==> config.mk <==
export PLATFORM = sky130hd
export DESIGN_NAME = serial_adder_ctrl
export DESIGN_NICKNAME = d
export VERILOG_FILES = /design/src/rtl/serial_adder_ctrl.sv
export SDC_FILE = /design/constraint.sdc
export NUM_CORES = 1
export LEC_CHECK = 0
export ABC_AREA = 0
export BUFFER_PORTS_ARGS = -buffer_cell sky130_fd_sc_hd__buf_4
export CORE_MARGIN = 4
export CORE_UTILIZATION = 39
export DETAILED_ROUTE_END_ITERATION = 8
export REMOVE_ABC_BUFFERS = 1
export SYNTH_ARGS = -nofsm -noshare
export SYNTH_HDL_FRONTEND = slang
export SYNTH_HIERARCHICAL = 1
export SYNTH_SLANG_ARGS = --single-unit
==> constraint.sdc <==
create_clock -name clk -period 1.5 [get_ports clk]
set_input_delay 0.3 -clock clk [delete_from_list [all_inputs] [get_ports clk]]
set_output_delay 0.3 -clock clk [all_outputs]
set_load 0.02 [all_outputs]
==> src/rtl/serial_adder_ctrl.sv <==
// rtl/serial_adder_ctrl.sv - bit-serial adder controller built around one full_adder
//
// full_adder        : single-bit combinational full adder (a + b + ci -> {co,s})
// serial_adder_ctrl : computes {cout,sum} = op_a + op_b + cin one bit per cycle, LSB first
//   clk, rst_n          : clock, asynchronous active-low reset
//   start               : request an addition (accepted only when idle)
//   op_a, op_b, cin     : operands, captured at the accepting edge
//   busy                : high while the addition is running (WIDTH cycles)
//   done                : one-cycle pulse when sum/cout are updated
//   sum, cout           : result of the last completed addition

module full_adder (
  input  logic a,
  input  logic b,
  input  logic ci,
  output logic s,
  output logic co
);
  assign s  = a ^ b ^ ci;
  assign co = (a & b) | (ci & (a ^ b));
endmodule

module serial_adder_ctrl #(
  parameter int WIDTH = 8
) (
  input  logic             clk,
  input  logic             rst_n,
  input  logic             start,
  input  logic [WIDTH-1:0] op_a,
  input  logic [WIDTH-1:0] op_b,
  input  logic             cin,
  output logic             busy,
  output logic             done,
  output logic [WIDTH-1:0] sum,
  output logic             cout
);
  localparam int CW = $clog2(WIDTH + 1);
  localparam logic [CW-1:0] LAST_CNT = CW'(WIDTH - 1);

  typedef enum logic {
    IDLE = 1'b0,
    RUN  = 1'b1
  } state_t;

  state_t           state, state_next;
  logic [WIDTH-1:0] a_sh, b_sh, res, res_next;
  logic             carry;
  logic [CW-1:0]    cnt;
  logic             fa_s, fa_co;
  logic             accept, last;

  // Operands shift right so bit 0 always presents the bit being processed.
  full_adder u_fa (
    .a  (a_sh[0]),
    .b  (b_sh[0]),
    .ci (carry),
    .s  (fa_s),
    .co (fa_co)
  );

  always_ff @(posedge clk or negedge rst_n) begin
    if (!rst_n) state <= IDLE;
    else        state <= state_next;
  end

  always_comb begin
    state_next = state;
    accept     = 1'b0;
    last       = 1'b0;
    busy       = (state == RUN);
    case (state)
      IDLE: if (start) begin
        accept     = 1'b1;
        state_next = RUN;
      end
      RUN: if (cnt == LAST_CNT) begin
        last       = 1'b1;
        state_next = IDLE;
      end
      default: state_next = IDLE;
    endcase
    // New sum bit enters at the MSB; after WIDTH shifts bit 0 holds the LSB.
    res_next            = res >> 1;
    res_next[WIDTH-1]   = fa_s;
  end

  always_ff @(posedge clk or negedge rst_n) begin
    if (!rst_n) begin
      a_sh  <= '0;
      b_sh  <= '0;
      res   <= '0;
      carry <= 1'b0;
      cnt   <= '0;
      done  <= 1'b0;
      sum   <= '0;
      cout  <= 1'b0;
    end else begin
      // done mirrors the last-bit cycle, so it drops by itself one edge later.
      done <= last;
      if (accept) begin
        a_sh  <= op_a;
        b_sh  <= op_b;
        carry <= cin;
        cnt   <= '0;
      end else if (state == RUN) begin
        a_sh  <= a_sh >> 1;
        b_sh  <= b_sh >> 1;
        carry <= fa_co;
        res   <= res_next;
        cnt   <= cnt + CW'(1);
        if (last) begin
          sum  <= res_next;
          cout <= fa_co;
        end
      end
    end
  end
endmodule

## Word-level counts from Yosys, hierarchy flattened

Index checks and enable logic that the tools add are counted.
W data, S select, Z words.

- Add/sub/neg operators: 1
- Eq/ne operators: 1
- Mux-type cells: 14
- Bitwise operators: 7
- Reduce and logical (&&, ||, !) cells: 3

Operator list:

| operator | number |
|---|---|
| $mux W8 | 4 |
| $mux W4 | 2 |
| $mux W1 | 7 |
| $add A4 B1 Y4 const B | 1 |
| $eq A4 B3 Y1 const B | 1 |
| $reduce_and A3 Y1 | 1 |
| $and A1 B1 Y1 | 2 |
| $not A1 Y1 | 2 |
| $pmux W1 S2 | 1 |
| $reduce_and A2 Y1 | 1 |
| $reduce_bool A2 Y1 | 1 |
| $xor A1 B1 Y1 | 2 |
| $or A1 B1 Y1 | 1 |

- Flip-flop bits (word level): 40
- Input bits: 20
- Output and inout bits: 11
- Logic and storage cells: 35

## Logic depth before layout (Yosys ltp)

- Depth after elaboration: 5
- Mapped depth: 4

## Modules after synthesis

Netlist, hierarchy kept.

Modules (own cells, without submodules):

| module | instances | cells each | area an instance (µm²) | seq. area each (µm²) |
|---|---|---|---|---|
| serial_adder_ctrl | 1 | 124 | 1621.6 | 975.9 |
| full_adder | 1 | 1 | 20.0 | 0.0 |

## Worst setup path after synthesis

Ideal clock, no wire load.

- Path type: reg-to-reg
- From: register state (netlist: busy)
- To: register res[3]
- Setup time: 0.125 ns
- Arrival: 1.163 ns
- Data required time: 1.375 ns
- Setup slack: 0.212 ns
- Cell stages (with the launch flop): 4
- Period minus slack after synthesis: 1.288 ns
- Cells stage by stage: dfrtp_1 buf_4 buf_2 mux2_2

- Word-level cells in the longest chain between the ends: 3

Ends and longest elaborated chain:

| what | RTL line | source |
|---|---|---|
| start: declaration | 45 | `state_t state, state_next;` |
| start signal: assignment | 63 | `else state <= state_next;` |
| $mux W1 | 71 | `case (state)` |
| $not A1 Y1 (no source line) | - |  |
| $reduce_and A2 Y1 (no source line) * | - |  |
| end signal: assignment | 109 | `res <= res_next;` |
| end: declaration | 46 | `logic [WIDTH-1:0] a_sh, b_sh, res, res_next;` |

Mark *: on every way between the ends. The rest lies on a longest branch, timed or not.
A chain may end at the register's enable or synchronous reset.

## Worst setup path after layout

- From: register state (netlist: busy)
- To: output port busy

RTL lines:

| what | RTL line | source |
|---|---|---|
| end: declaration | 32 | `output logic busy,` |

No word-level cell between the ends.

==> impl_metrics.ini <==
[clock_network]
cts.path.max_buffers = 2
cts.reportedPaths.clkPinSlew_ns = 0.07
clock_tree.htree_level_count = 2
tritoncts_clock_tree = built
ctsRootBufferMaster = sky130_fd_sc_hd__clkbuf_8
clock_latency_ns = 0.28
cts_setup_buffers = 0
tritoncts.num_buffers = 5
cts_num_sinks = 39

[run]
drv.max_cap_violation_count = 0

[final_layout]
multi_input_comb_area_sq_um = 619.3
finish.net_count = 181
seqCellArea_sq_um = 977.2
util_after_layout = 0.5059
antennaDiodeCount = 0
fill_cells = 384
layout-drive-gt1-share = 0.3750
area_growth_pct = 24.16

[run_status]
run_status = finished clean

[worst_setup_path]
critical_path.startpoint = busy
reg2reg_slack_ns = 0.17
critical_path_class = reg2out
timing.critical_path.slowest_stage_cell = sky130_fd_sc_hd__dfrtp_2
critical_path.most_common_cell = sky130_fd_sc_hd__buf_4
endpoint = busy
cp_cell_sequence = buf_4 > buf_4
worstReg2RegEnd = sum[5]
regToRegStartpoint = cnt[0]
critical_path_arrival_ns = 1.10
critical_path.max_stage_delay_ns = 0.45
timing.critical_path.from_type = flip-flop
worstPathMaxFanout = 15
reg2reg_depth = 3
critical_path_capture_point_type = output pin
cp_data_required_time_ns = 1.20

[timing]
hold_viol_final = 0
fmax_mhz = 712.4
final.hold.worst_slack_ns = 0.2580
setup_viol = 0
tightest_slew_ns = 0.4810
rsz0062_at_grt = no
final.setup_skew_ns = 0.003573
post-route-period-util = 0.9358
report.final.slew_viol_count = 0
min_period_ns = 1.404
timing.max_slew.rel_slack = 0.6794

[logic_synthesis]
syn-cell-area_sq_mm = 0.001642
ys.warnings.count = 6
postSynthAreaPerCell_sq_um = 13.13
synthCells = 125
post_synth_num_cell_types = 20
synth.yosys.seq_area_share = 0.5945
postSynthRegisterBits = 39

[detailed_routing]
antenna_violating_nets_post_route = 0
detail_route.drc_violations = 0
wire_per_inst_microns = 13.36
drt-vias-per-instance = 4.843
num_vias = 1017
drt_iter0_markers = 60
drt_wl_total_mm = 2.805
drt_pass1_iterations = 4

[global_routing]
gr-usage-all-layers = 0.1221
grt_pass1_wl_mm = 4.933
vias_in_the_first_global_route = 1086
grt_antenna_before_repair = 0
grt_start_max_net_pins = 40
sum_of_overflow_across_all_layers_after_global_routing = 0

[floorplan]
die_h_microns = 72.88
initial_core_util = 0.4075
chipWidth_microns = 72.88
io_pins = 31
placement_rows = 23
placeableCoreArea_sq_mm = 0.004029
die_area_sq_mm = 0.005311

[power_and_ir_drop]
cellLeakagePower_nw = 1.020
irDropWorstVdd_v = 0.001117
power_density_mw_per_mm2 = 1940

[hold_path]
worst_hold_path_type = in2reg

[placed_design]
place.port_buffers = 30
globalplace.congestion = 0.7267
dpl.hpwl_mm = 2.021
-- metrics by stage --
stage	setup TNS, ns	area [sq um]	power [mW]	cells	worst slack, ns
after floorplan	-4.980	1599	2.591	118	-0.3504
after global placement	0	1909	3.057	201	0.2045
after detailed placement	0	1909	3.116	201	0.1690
after global routing	0	2038	4.263	210	0.04216
final	0	2038	3.955	210	0.09633
after CTS	0	2037	4.016	210	0.04134
-- worst min-delay path by stage --
| stage | endpoint | startpoint | slack [ns] | cells after the start |
|---|---|---|---|---|
| floorplan | a_sh[0] | rst_n | 0.004 | 0 |
| detailed placement | b_sh[4] | rst_n | 0.30 | 1 |
| CTS | b_sh[7] | op_b[7] | 0.25 | 3 |
| global route | b_sh[7] | op_b[7] | 0.24 | 3 |
| finish | a_sh[7] | op_a[7] | 0.26 | 3 |
| global placement | b_sh[4] | rst_n | 0.29 | 1 |
-- Yosys cell counts --
master,instances,area (sq um)
sky130_fd_sc_hd__a22o_1,2,17.52
sky130_fd_sc_hd__nand3_1,1,5.000
sky130_fd_sc_hd__mux2i_1,18,180.2
sky130_fd_sc_hd__xnor2_1,1,8.760
sky130_fd_sc_hd__nor2_1,4,15.01
sky130_fd_sc_hd__nand2b_1,1,6.260
sky130_fd_sc_hd__inv_1,1,3.750
sky130_fd_sc_hd__a22o_2,1,10.01
sky130_fd_sc_hd__clkbuf_1,3,11.26
sky130_fd_sc_hd__nand4b_4,1,23.77
sky130_fd_sc_hd__buf_4,2,15.01
sky130_fd_sc_hd__mux2_2,16,180.2
sky130_fd_sc_hd__xor2_1,1,8.760
sky130_fd_sc_hd__buf_6,1,11.26
sky130_fd_sc_hd__buf_2,1,5.000
sky130_fd_sc_hd__ha_1,1,12.51
sky130_fd_sc_hd__dfrtp_1,39,975.9
sky130_fd_sc_hd__nand2_1,15,56.30
sky130_fd_sc_hd__o21ai_0,15,75.07
sky130_fd_sc_hd__fa_1,1,20.02
-- flip-flops by register name, summed over array words and instances, names as in the netlist --
register,count
busy,1
cnt,4
a_sh,8
done,1
sum,8
carry,1
res,7
cout,1
b_sh,8
-- cells by family after synthesis --
kind of cell | synth area share
flip-flops | 0.5945
adder cells (fa/ha/maj) | 0.01982
buffers and inverters | 0.02819
multiplexers | 0.2195
AND/OR/NAND/NOR | 0.06478
AO/OA/AOI/OAI | 0.06250
XOR/XNOR | 0.01067
-- cell type report --
class	count	area share
multi-input cells	78	0.3039
well taps	50	0.03069
clock buffers	6	0.04052
inverters	1	0.001842
repair buffers	34	0.1265
flip-flops and latches	39	0.4794
clock inverters	2	0.01719
-- repair_timing --
action | 4_1_cts | 5_1_grt
endpoints found under the setup margin | 0 | 1
hold buffers | 1 | 0
resized for setup | 0 | 1
hold endpoints to repair | 39 | 0
-- report_power, final --
part	total [mW]	switching [mW]	internal [mW]
clock	0.884	0.346	0.538
sequential	1.73	0.266	1.46
combinational	1.34	0.639	0.702
-- worst max-delay path: cells and delay by family, from the launching register on --
| family | cells | cell delay (ns) |
|---|---|---|
| flip-flops | 1 | 0.45 |
| buffers and inverters | 2 | 0.37 |
-- placed cells by master (no fill, tap or decap) --
cell type / instances
sky130_fd_sc_hd__inv_1: 1
sky130_fd_sc_hd__dfrtp_2: 1
sky130_fd_sc_hd__nor2_1: 4
sky130_fd_sc_hd__dlygate4sd3_1: 1
sky130_fd_sc_hd__clkbuf_8: 6
sky130_fd_sc_hd__bufinv_16: 1
sky130_fd_sc_hd__mux2_2: 16
sky130_fd_sc_hd__nand3_1: 1
sky130_fd_sc_hd__ha_1: 1
sky130_fd_sc_hd__clkinv_2: 1
sky130_fd_sc_hd__a22o_1: 2
sky130_fd_sc_hd__nand2b_1: 1
sky130_fd_sc_hd__dfrtp_1: 38
sky130_fd_sc_hd__a22o_2: 1
sky130_fd_sc_hd__nand4b_4: 1
sky130_fd_sc_hd__buf_4: 33
sky130_fd_sc_hd__xor2_1: 1
sky130_fd_sc_hd__fa_1: 1
sky130_fd_sc_hd__xnor2_1: 1
sky130_fd_sc_hd__mux2i_1: 18
sky130_fd_sc_hd__nand2_1: 15
sky130_fd_sc_hd__o21ai_0: 15
-- layer usage --
| layer | global-route usage | vias to the layer above | routed length, microns |
|---|---|---|---|
| li1 | - | 502 | - |
| met1 | 0.1497 | 495 | 1202 |
| met2 | 0.1984 | 16 | 1428 |
| met3 | 0.04821 | 4 | 140 |
| met4 | 0.03689 | 0 | 34 |
| met5 | 0 | - | 0 |
Power figures use the tool's default switching activity.
